<file path="config.mk">
export PLATFORM = sky130hd
export DESIGN_NAME = acqbuf_wr_flat
export DESIGN_NICKNAME = d
export VERILOG_FILES = /design/src/rtl/acqbuf_pkg.sv /design/src/rtl/acqbuf_wr_if.sv /design/src/rtl/acqbuf_decim.sv /design/src/rtl/acqbuf_wr.sv /design/src/flat_wrapper.sv
export SDC_FILE = /design/constraint.sdc
export NUM_CORES = 1
export LEC_CHECK = 0
export BUFFER_PORTS_ARGS = -buffer_cell sky130_fd_sc_hd__buf_2
export CAP_MARGIN = 15
export CORE_AREA = 2 2 241 243
export CTS_BUF_LIST = sky130_fd_sc_hd__clkbuf_2 sky130_fd_sc_hd__clkbuf_4 sky130_fd_sc_hd__clkbuf_8
export CTS_CLUSTER_SIZE = 40
export DETAILED_ROUTE_END_ITERATION = 6
export DIE_AREA = 0 0 243 245
export GPL_ROUTABILITY_DRIVEN = 0
export GPL_TIMING_DRIVEN = 0
export PLACE_DENSITY = 0.47
export SKIP_CTS_REPAIR_TIMING = 1
export SLEW_MARGIN = 20
export SYNTH_ARGS = -nofsm -noshare
export SYNTH_HDL_FRONTEND = slang
export SYNTH_HIERARCHICAL = 1
export SYNTH_SLANG_ARGS = --single-unit
export TNS_END_PERCENT = 20
</file>
<file path="constraint.sdc">
create_clock -name clk -period 9.1 [get_ports clk]
set_input_delay 1.82 -clock clk [delete_from_list [all_inputs] [get_ports clk]]
set_output_delay 1.82 -clock clk [all_outputs]
set_load 0.005 [all_outputs]
</file>
<file path="src/rtl/acqbuf_pkg.sv">
// acqbuf_pkg: shared types and helpers for the ADC capture engine.
//   state_t        capture state machine encoding (IDLE / ARMED / CAPTURE)
//   TRIG_IMMEDIATE trig_mode value: capture starts right after start
//   TRIG_EXT       trig_mode value: capture waits for a trig rising edge
//   eff_len()      maps a buffer length of 0 to the full 2**aw words
package acqbuf_pkg;

  typedef enum logic [1:0] {
    IDLE    = 2'd0,
    ARMED   = 2'd1,
    CAPTURE = 2'd2
  } state_t;

  localparam logic TRIG_IMMEDIATE = 1'b0;
  localparam logic TRIG_EXT       = 1'b1;

  // A length field of 0 cannot be represented as a word count in aw bits,
  // so it is taken to mean the whole buffer.
  function automatic logic [31:0] eff_len(input logic [31:0] len, input int unsigned aw);
    return (len == 32'd0) ? (32'd1 << aw) : len;
  endfunction

endpackage

</file>
<file path="src/rtl/acqbuf_wr_if.sv">
// acqbuf_wr_if: ADC stream lanes plus the BRAM write port of the capture engine.
//   s_valid/s_data/s_ready  NCHAN aligned AXI-stream lanes (data lane i at
//                           bits [(i+1)*SAMPLE_WIDTH-1 : i*SAMPLE_WIDTH])
//   bram_en/we/addr/din     BRAM write port
//   modport slave  : capture engine view (consumes the stream, drives BRAM)
//   modport master : source / observer view (drives the stream, sees BRAM)
interface acqbuf_wr_if #(
  parameter int NCHAN        = 4,
  parameter int SAMPLE_WIDTH = 64,
  parameter int ADDR_WIDTH   = 13
);
  localparam int DW = NCHAN * SAMPLE_WIDTH;

  logic [NCHAN-1:0]      s_valid;
  logic [DW-1:0]         s_data;
  logic [NCHAN-1:0]      s_ready;
  logic                  bram_en;
  logic [DW/8-1:0]       bram_we;
  logic [ADDR_WIDTH-1:0] bram_addr;
  logic [DW-1:0]         bram_din;

  modport master (
    output s_valid, s_data,
    input  s_ready, bram_en, bram_we, bram_addr, bram_din
  );

  modport slave (
    input  s_valid, s_data,
    output s_ready, bram_en, bram_we, bram_addr, bram_din
  );

endinterface

</file>
<file path="src/rtl/acqbuf_decim.sv">
// acqbuf_decim: decimation counter for the capture engine.
//   clk, aresetn  clock / asynchronous active-low reset
//   clr           forces the counter to 0 (held while not capturing)
//   en            one accepted beat this cycle
//   ratio         decimation ratio; one beat in every ratio+1 is kept
//   wr_stb        high when the current accepted beat is to be written
module acqbuf_decim #(
  parameter int DECIM_WIDTH = 8
) (
  input  logic                   clk,
  input  logic                   aresetn,
  input  logic                   clr,
  input  logic                   en,
  input  logic [DECIM_WIDTH-1:0] ratio,
  output logic                   wr_stb
);

  logic [DECIM_WIDTH-1:0] cnt_reg;

  // Counter sits at 0 on entry, so the first accepted beat is always kept.
  assign wr_stb = en && (cnt_reg == '0);

  always_ff @(posedge clk or negedge aresetn) begin
    if (!aresetn) begin
      cnt_reg <= '0;
    end else if (clr) begin
      cnt_reg <= '0;
    end else if (en) begin
      cnt_reg <= (cnt_reg == ratio) ? '0 : cnt_reg + 1'b1;
    end
  end

endmodule

</file>
<file path="src/rtl/acqbuf_wr.sv">
// acqbuf_wr: multi-channel ADC capture engine writing aligned lanes to BRAM.
//   clk, aresetn   dsp clock / asynchronous active-low reset
//   bus            stream lanes in, BRAM write port out (acqbuf_wr_if.slave)
//   start, abort   one-cycle control pulses (abort wins)
//   trig           external trigger; trig_mode selects immediate / edge start
//   cont           continuous ring mode
//   decim, length  decimation ratio and buffer length (0 = full depth)
//   busy           ARMED or CAPTURE
//   done           sticky single-shot completion flag
//   wr_count       words written in the current buffer
//   frame_count    buffers completed since start (wraps)
//   skew_err       sticky; lane valids disagreed during capture
module acqbuf_wr
  import acqbuf_pkg::*;
#(
  parameter int NCHAN        = 4,
  parameter int SAMPLE_WIDTH = 64,
  parameter int ADDR_WIDTH   = 13,
  parameter int DECIM_WIDTH  = 8
) (
  input  logic                   clk,
  input  logic                   aresetn,
  acqbuf_wr_if.slave             bus,
  input  logic                   start,
  input  logic                   abort,
  input  logic                   trig,
  input  logic                   trig_mode,
  input  logic                   cont,
  input  logic [DECIM_WIDTH-1:0] decim,
  input  logic [ADDR_WIDTH-1:0]  length,
  output logic                   busy,
  output logic                   done,
  output logic [ADDR_WIDTH:0]    wr_count,
  output logic [15:0]            frame_count,
  output logic                   skew_err
);

  localparam int DW = NCHAN * SAMPLE_WIDTH;
  localparam int BW = DW / 8;
  localparam int CW = ADDR_WIDTH + 1;

  state_t                 state_reg;
  logic [DECIM_WIDTH-1:0] decim_reg;
  logic [CW-1:0]          len_reg;
  logic                   cont_reg;
  logic                   trig_prev_reg;
  logic                   bram_en_reg;
  logic [BW-1:0]          bram_we_reg;
  logic [ADDR_WIDTH-1:0]  bram_addr_reg;
  logic [DW-1:0]          bram_din_reg;
  logic                   done_reg;
  logic [CW-1:0]          wr_count_reg;
  logic [15:0]            frame_count_reg;
  logic                   skew_err_reg;

  logic beat_ok;
  logic lane_skew;
  logic in_capture;
  logic wr_stb;
  logic wr_last;

  assign beat_ok    = &bus.s_valid;
  assign lane_skew  = (|bus.s_valid) && !beat_ok;
  assign in_capture = (state_reg == CAPTURE);
  assign wr_last    = (wr_count_reg == len_reg - 1'b1);

  // The ADC cannot be back-pressured, so ready is tied high.
  assign bus.s_ready   = '1;
  assign bus.bram_en   = bram_en_reg;
  assign bus.bram_we   = bram_we_reg;
  assign bus.bram_addr = bram_addr_reg;
  assign bus.bram_din  = bram_din_reg;

  assign busy        = (state_reg != IDLE);
  assign done        = done_reg;
  assign wr_count    = wr_count_reg;
  assign frame_count = frame_count_reg;
  assign skew_err    = skew_err_reg;

  // Held clear outside CAPTURE so the counter is 0 on every entry; an abort
  // cycle must not consume a beat.
  acqbuf_decim #(
    .DECIM_WIDTH(DECIM_WIDTH)
  ) u_decim (
    .clk    (clk),
    .aresetn(aresetn),
    .clr    (!in_capture),
    .en     (in_capture && beat_ok && !abort),
    .ratio  (decim_reg),
    .wr_stb (wr_stb)
  );

  always_ff @(posedge clk or negedge aresetn) begin
    if (!aresetn) begin
      state_reg       <= IDLE;
      decim_reg       <= '0;
      len_reg         <= '0;
      cont_reg        <= 1'b0;
      trig_prev_reg   <= 1'b0;
      bram_en_reg     <= 1'b0;
      bram_we_reg     <= '0;
      bram_addr_reg   <= '0;
      bram_din_reg    <= '0;
      done_reg        <= 1'b0;
      wr_count_reg    <= '0;
      frame_count_reg <= '0;
      skew_err_reg    <= 1'b0;
    end else begin
      bram_en_reg   <= 1'b0;
      bram_we_reg   <= '0;
      // Tracked in every state so the level seen before arming counts as
      // history: a trigger already high at start is not an edge.
      trig_prev_reg <= trig;

      if (abort) begin
        state_reg <= IDLE;
      end else begin
        case (state_reg)
          IDLE: begin
            if (start) begin
              decim_reg       <= decim;
              len_reg         <= CW'(eff_len(32'(length), ADDR_WIDTH));
              cont_reg        <= cont;
              done_reg        <= 1'b0;
              skew_err_reg    <= 1'b0;
              wr_count_reg    <= '0;
              frame_count_reg <= '0;
              state_reg       <= (trig_mode == TRIG_EXT) ? ARMED : CAPTURE;
            end
          end

          ARMED: begin
            if (trig && !trig_prev_reg) begin
              state_reg <= CAPTURE;
            end
          end

          CAPTURE: begin
            if (lane_skew) begin
              skew_err_reg <= 1'b1;
            end
            if (wr_stb) begin
              bram_en_reg   <= 1'b1;
              bram_we_reg   <= '1;
              bram_addr_reg <= wr_count_reg[ADDR_WIDTH-1:0];
              bram_din_reg  <= bus.s_data;
              if (wr_last) begin
                frame_count_reg <= frame_count_reg + 16'd1;
                if (cont_reg) begin
                  // Ring wrap: the next beat goes straight to address 0.
                  wr_count_reg <= '0;
                end else begin
                  wr_count_reg <= wr_count_reg + 1'b1;
                  done_reg     <= 1'b1;
                  state_reg    <= IDLE;
                end
              end else begin
                wr_count_reg <= wr_count_reg + 1'b1;
              end
            end
          end

          default: state_reg <= IDLE;
        endcase
      end
    end
  end

endmodule

</file>
<file path="src/flat_wrapper.sv">
// flat-port wrapper written by rule: the top's interface ports become plain ports
module acqbuf_wr_flat import acqbuf_pkg::*;
#(
  parameter int NCHAN        = 4,
  parameter int SAMPLE_WIDTH = 64,
  parameter int ADDR_WIDTH   = 13,
  parameter int DECIM_WIDTH  = 8
)
  (clk, aresetn, start, abort, trig, trig_mode, cont, decim, length, busy, done, wr_count, frame_count, skew_err, bus_s_valid, bus_s_data, bus_s_ready, bus_bram_en, bus_bram_we, bus_bram_addr, bus_bram_din);
  acqbuf_wr_if #(.NCHAN(NCHAN), .SAMPLE_WIDTH(SAMPLE_WIDTH), .ADDR_WIDTH(ADDR_WIDTH)) bus_i ();
  input  logic clk;
  input  logic aresetn;
  input  logic start;
  input  logic abort;
  input  logic trig;
  input  logic trig_mode;
  input  logic cont;
  input  logic [DECIM_WIDTH-1:0] decim;
  input  logic [ADDR_WIDTH-1:0] length;
  output logic busy;
  output logic done;
  output logic [ADDR_WIDTH:0] wr_count;
  output logic [15:0] frame_count;
  output logic skew_err;
  input wire logic [$bits(bus_i.s_valid)-1:0] bus_s_valid;
  input wire logic [$bits(bus_i.s_data)-1:0] bus_s_data;
  output wire logic [$bits(bus_i.s_ready)-1:0] bus_s_ready;
  output wire logic [$bits(bus_i.bram_en)-1:0] bus_bram_en;
  output wire logic [$bits(bus_i.bram_we)-1:0] bus_bram_we;
  output wire logic [$bits(bus_i.bram_addr)-1:0] bus_bram_addr;
  output wire logic [$bits(bus_i.bram_din)-1:0] bus_bram_din;
  assign bus_i.s_valid = bus_s_valid;
  assign bus_i.s_data = bus_s_data;
  assign bus_s_ready = bus_i.s_ready;
  assign bus_bram_en = bus_i.bram_en;
  assign bus_bram_we = bus_i.bram_we;
  assign bus_bram_addr = bus_i.bram_addr;
  assign bus_bram_din = bus_i.bram_din;
  acqbuf_wr #(.NCHAN(NCHAN), .SAMPLE_WIDTH(SAMPLE_WIDTH), .ADDR_WIDTH(ADDR_WIDTH), .DECIM_WIDTH(DECIM_WIDTH)) u_core (.clk(clk), .aresetn(aresetn), .bus(bus_i), .start(start), .abort(abort), .trig(trig), .trig_mode(trig_mode), .cont(cont), .decim(decim), .length(length), .busy(busy), .done(done), .wr_count(wr_count), .frame_count(frame_count), .skew_err(skew_err));
endmodule
</file>
==> impl_metrics.ini <==
[clock_tree]
cts_max_level = 3
cts_root_buf = sky130_fd_sc_hd__clkbuf_8
clock_latency_late_sink_ns = 0.63
clock-sinks = 336
tritoncts = done
ctsLongestPathBuffers = 3
tritoncts.num_buffers = 66
clk_transition_reported_paths_ns = 0.05

[timing]
final.setup.tns_ns = 0
worst_pin_slew_ns = 1.08
fmax_mhz = 202
post-route-period-util = 0.545
drv_slew = 0
finalWorstSetupSlack_ns = 4.14
timing.clock.skew_ns = 0.0270
setup_violations = 0
rsz0062_at_grt = no
worst_slew_margin_rel = 0.283
timing.final.hold_violations = 0
min_period_ns = 4.96

[setup_path]
critical_path.cell_chain = buf_2 > nand4_1 > nor3_1 > buf_2 > nand2_1 > nor4_1 > and3_1 > clkbuf_1 > clkbuf_1 > clkbuf_1 > mux2_2
crit_arrival_ns = 5.45
crit_required_ns = 9.59
path_class = input pin to flop
worst_setup_path_end_kind = flop
path_buf_inv = 5
worst_setup_path_start_kind = input pin
timing.critical_path.slowest_stage_cell = sky130_fd_sc_hd__clkbuf_1
critical_path.max_fanout = 10
critical_path.max_stage_delay_ns = 0.85
critPathTopFamily = buffers and inverters
timing.critical_path.mode_cell = sky130_fd_sc_hd__clkbuf_1

[placement]
dp_slack_ns = 3.28
port_buffers = 622
postPlaceCellArea_um2 = 18000
place.detailed.hpwl_mm = 36.8

[logic_synthesis]
syn-instance-count = 1019
asyncSetResetFlopFracSynth = 1.00
ys_warns = 6
synth.yosys.seq_area_share = 0.606
post_synth.cell_area_avg_um2 = 13.6
post_synth_edffs = 0
synth_cell_type_count = 54
ys.flop_type = sky130_fd_sc_hd__dfrtp_1
synthesis.area_um2 = 13900
synth_seq_cells = 336

[cells_and_area]
area_occupied_by_registers_um2 = 8410
postLayoutCoreUtil = 0.340
largest_reg_flops = 256
final_design_area_no_fill_um2 = 19400
flow.area_growth_from_synthesis_pct = 39.6
fillerInstances = 5928
final_layout_size_suffix_gt1_frac = 0.600
multi_input_area_um2 = 4970
layout.nets = 2008

[die]
dieHeight_um = 245
rows = 88
floorplan.core_area_um2 = 57000
boundaryPins = 627
die_width_um = 243
die-area_um2 = 59500
effective_utilization_at_floorplan = 0.243

[global_routing]
grtUsageTotal = 0.158
maximum_number_of_pins_on_one_net_before_global_route_repair = 97
globalRouteOverflowTotal = 0
grt_first_pass_wirelength_mm = 70.7
antenna_found_initial = 21
grt_pass1_vias = 11296

[pwr]
power.density_cell_area_nw_per_um2 = 176
max-vdd-ir-drop_v = 0.0000953
power.leakage_uw = 0.0108

[route]
drt_wl_total_mm = 48.2
route.vias.total = 10750
drc = 0
iteration_count_of_the_initial_detailed_routing_pass = 4
post_drt_via_cell_ratio = 4.26
initialDrtViolationCount = 399
drtAntennaViolNets = 0
wl_per_cell_um = 19.1

[flow_run]
cap_violations = 0

[run_status]
run_status = finished, final reports clean

[min_path]
worst_hold_path_type = flop to flop
## synth_stat cells, types with 2 or more instances
cell type,instances,area [um2]
sky130_fd_sc_hd__nand2_1,86,323
sky130_fd_sc_hd__nor3b_1,3,22.5
sky130_fd_sc_hd__a21oi_1,14,70.1
sky130_fd_sc_hd__nand3b_1,3,22.5
sky130_fd_sc_hd__nand3_1,7,35.0
sky130_fd_sc_hd__or3_1,12,75.1
sky130_fd_sc_hd__xnor2_1,22,193
sky130_fd_sc_hd__o2111ai_1,3,26.3
sky130_fd_sc_hd__buf_1,3,11.3
sky130_fd_sc_hd__and3_1,10,62.6
sky130_fd_sc_hd__inv_1,8,30.0
sky130_fd_sc_hd__a31oi_1,4,25.0
sky130_fd_sc_hd__ha_1,5,62.6
sky130_fd_sc_hd__clkbuf_1,42,158
sky130_fd_sc_hd__dfrtp_1,336,8410
sky130_fd_sc_hd__nor2b_1,2,12.5
sky130_fd_sc_hd__o311ai_1,2,17.5
sky130_fd_sc_hd__or4_1,7,52.6
sky130_fd_sc_hd__xor2_1,21,184
sky130_fd_sc_hd__a22o_1,3,26.3
sky130_fd_sc_hd__nor2_1,20,75.1
sky130_fd_sc_hd__mux2_2,270,3040
sky130_fd_sc_hd__buf_4,36,270
sky130_fd_sc_hd__nand4_1,8,50.1
sky130_fd_sc_hd__and2_1,4,25.0
sky130_fd_sc_hd__a211oi_1,5,37.5
sky130_fd_sc_hd__nand4_2,2,25.0
sky130_fd_sc_hd__nand2b_1,3,18.8
sky130_fd_sc_hd__o21ai_0,24,120
sky130_fd_sc_hd__nor4_1,8,50.1
sky130_fd_sc_hd__nor3_1,17,85.1
sky130_fd_sc_hd__o211ai_1,3,22.5
sky130_fd_sc_hd__buf_2,5,25.0
## metal layers
| layer | part of all wire | routed length (um) | track usage | up-vias |
|---|---|---|---|---|
| met5 | 0 | 0 | 0 | - |
| met4 | 0.025 | 1210 | 0.0545 | 0 |
| met3 | 0.085 | 4110 | 0.0569 | 92 |
| met2 | 0.52 | 25100 | 0.283 | 452 |
| met1 | 0.37 | 17700 | 0.172 | 5252 |
| li1 | - | - | - | 4954 |
## logic make-up (layout without fill, tap and decap cells)
logic type                 Yosys count  count (layout)  synth area share
and+or+nand+nor                    199             199            0.0724
muxes                              270             270             0.219
DFF                                336             336             0.606
AOI/OAI and AO/OA                   69              69            0.0319
other                                1               7          0.000270
buffers and inverters               95             827            0.0364
xor gates and xnor gates            44              44            0.0289
adders and majority gates            5               5           0.00451
## path summary, 6_finish.rpt
check,startpoint,endpoint,slack [ns],cells past startpoint
worst max-delay path,bus_s_valid[2],u_core/bus.bram_din[195],4.14,11
min in group asynchronous,aresetn,u_core/bus.bram_din[57],1.17,1
worst min register to register,u_core/bus.bram_din[155],u_core/bus.bram_din[155],0.50,1
max in group asynchronous,aresetn,u_core/bus.bram_din[22],6.56,3
worst max register to register,u_core/state_reg[1],u_core/bus.bram_din[195],4.41,11
worst min-delay path,u_core/bus.bram_din[155],u_core/bus.bram_din[155],0.50,1
## layout make-up
type	count	area share
Antenna cell	3	0.000388
Buffer	87	0.0246
Clock buffer	95	0.0611
Clock inverter	12	0.00685
Inverter	8	0.00155
Multi-Input combinational cell	591	0.256
Sequential cell	336	0.434
Tap cell	765	0.0494
Timing Repair Buffer	625	0.166
## where the power goes
part           total (uW)  switching [uW]  internal (uW)
sequential           1570            34.8           1540
combinational         275             143            132
clock                1560             674            888
## cells in the final DEF (no fill, tap or decap), types with 8 or more instances in the layout
master,n
sky130_fd_sc_hd__buf_4,36
sky130_fd_sc_hd__nor3_1,17
sky130_fd_sc_hd__clkbuf_1,41
sky130_fd_sc_hd__buf_2,626
sky130_fd_sc_hd__or3_1,12
sky130_fd_sc_hd__a21oi_1,14
sky130_fd_sc_hd__nand2_1,86
sky130_fd_sc_hd__dfrtp_1,336
sky130_fd_sc_hd__xor2_1,21
sky130_fd_sc_hd__xnor2_1,22
sky130_fd_sc_hd__clkbuf_4,20
sky130_fd_sc_hd__clkbuf_8,75
sky130_fd_sc_hd__inv_1,8
sky130_fd_sc_hd__and3_1,10
sky130_fd_sc_hd__nor2_1,20
sky130_fd_sc_hd__nor4_1,8
sky130_fd_sc_hd__o21ai_0,24
sky130_fd_sc_hd__mux2_2,270
sky130_fd_sc_hd__nand4_1,8
## per-stage QoR
step | hold slack, ns | instances | total power [uW]
global route | 0.512 | 2521 | 3590
floorplan | 0.467 | 1022 | 1720
detailed placement | 0.489 | 2412 | 1880
CTS | 0.502 | 2519 | 3490
finish | 0.498 | 2522 | 3410
global placement | 0.483 | 2409 | 1870
(Power assumes the default switching activity.)
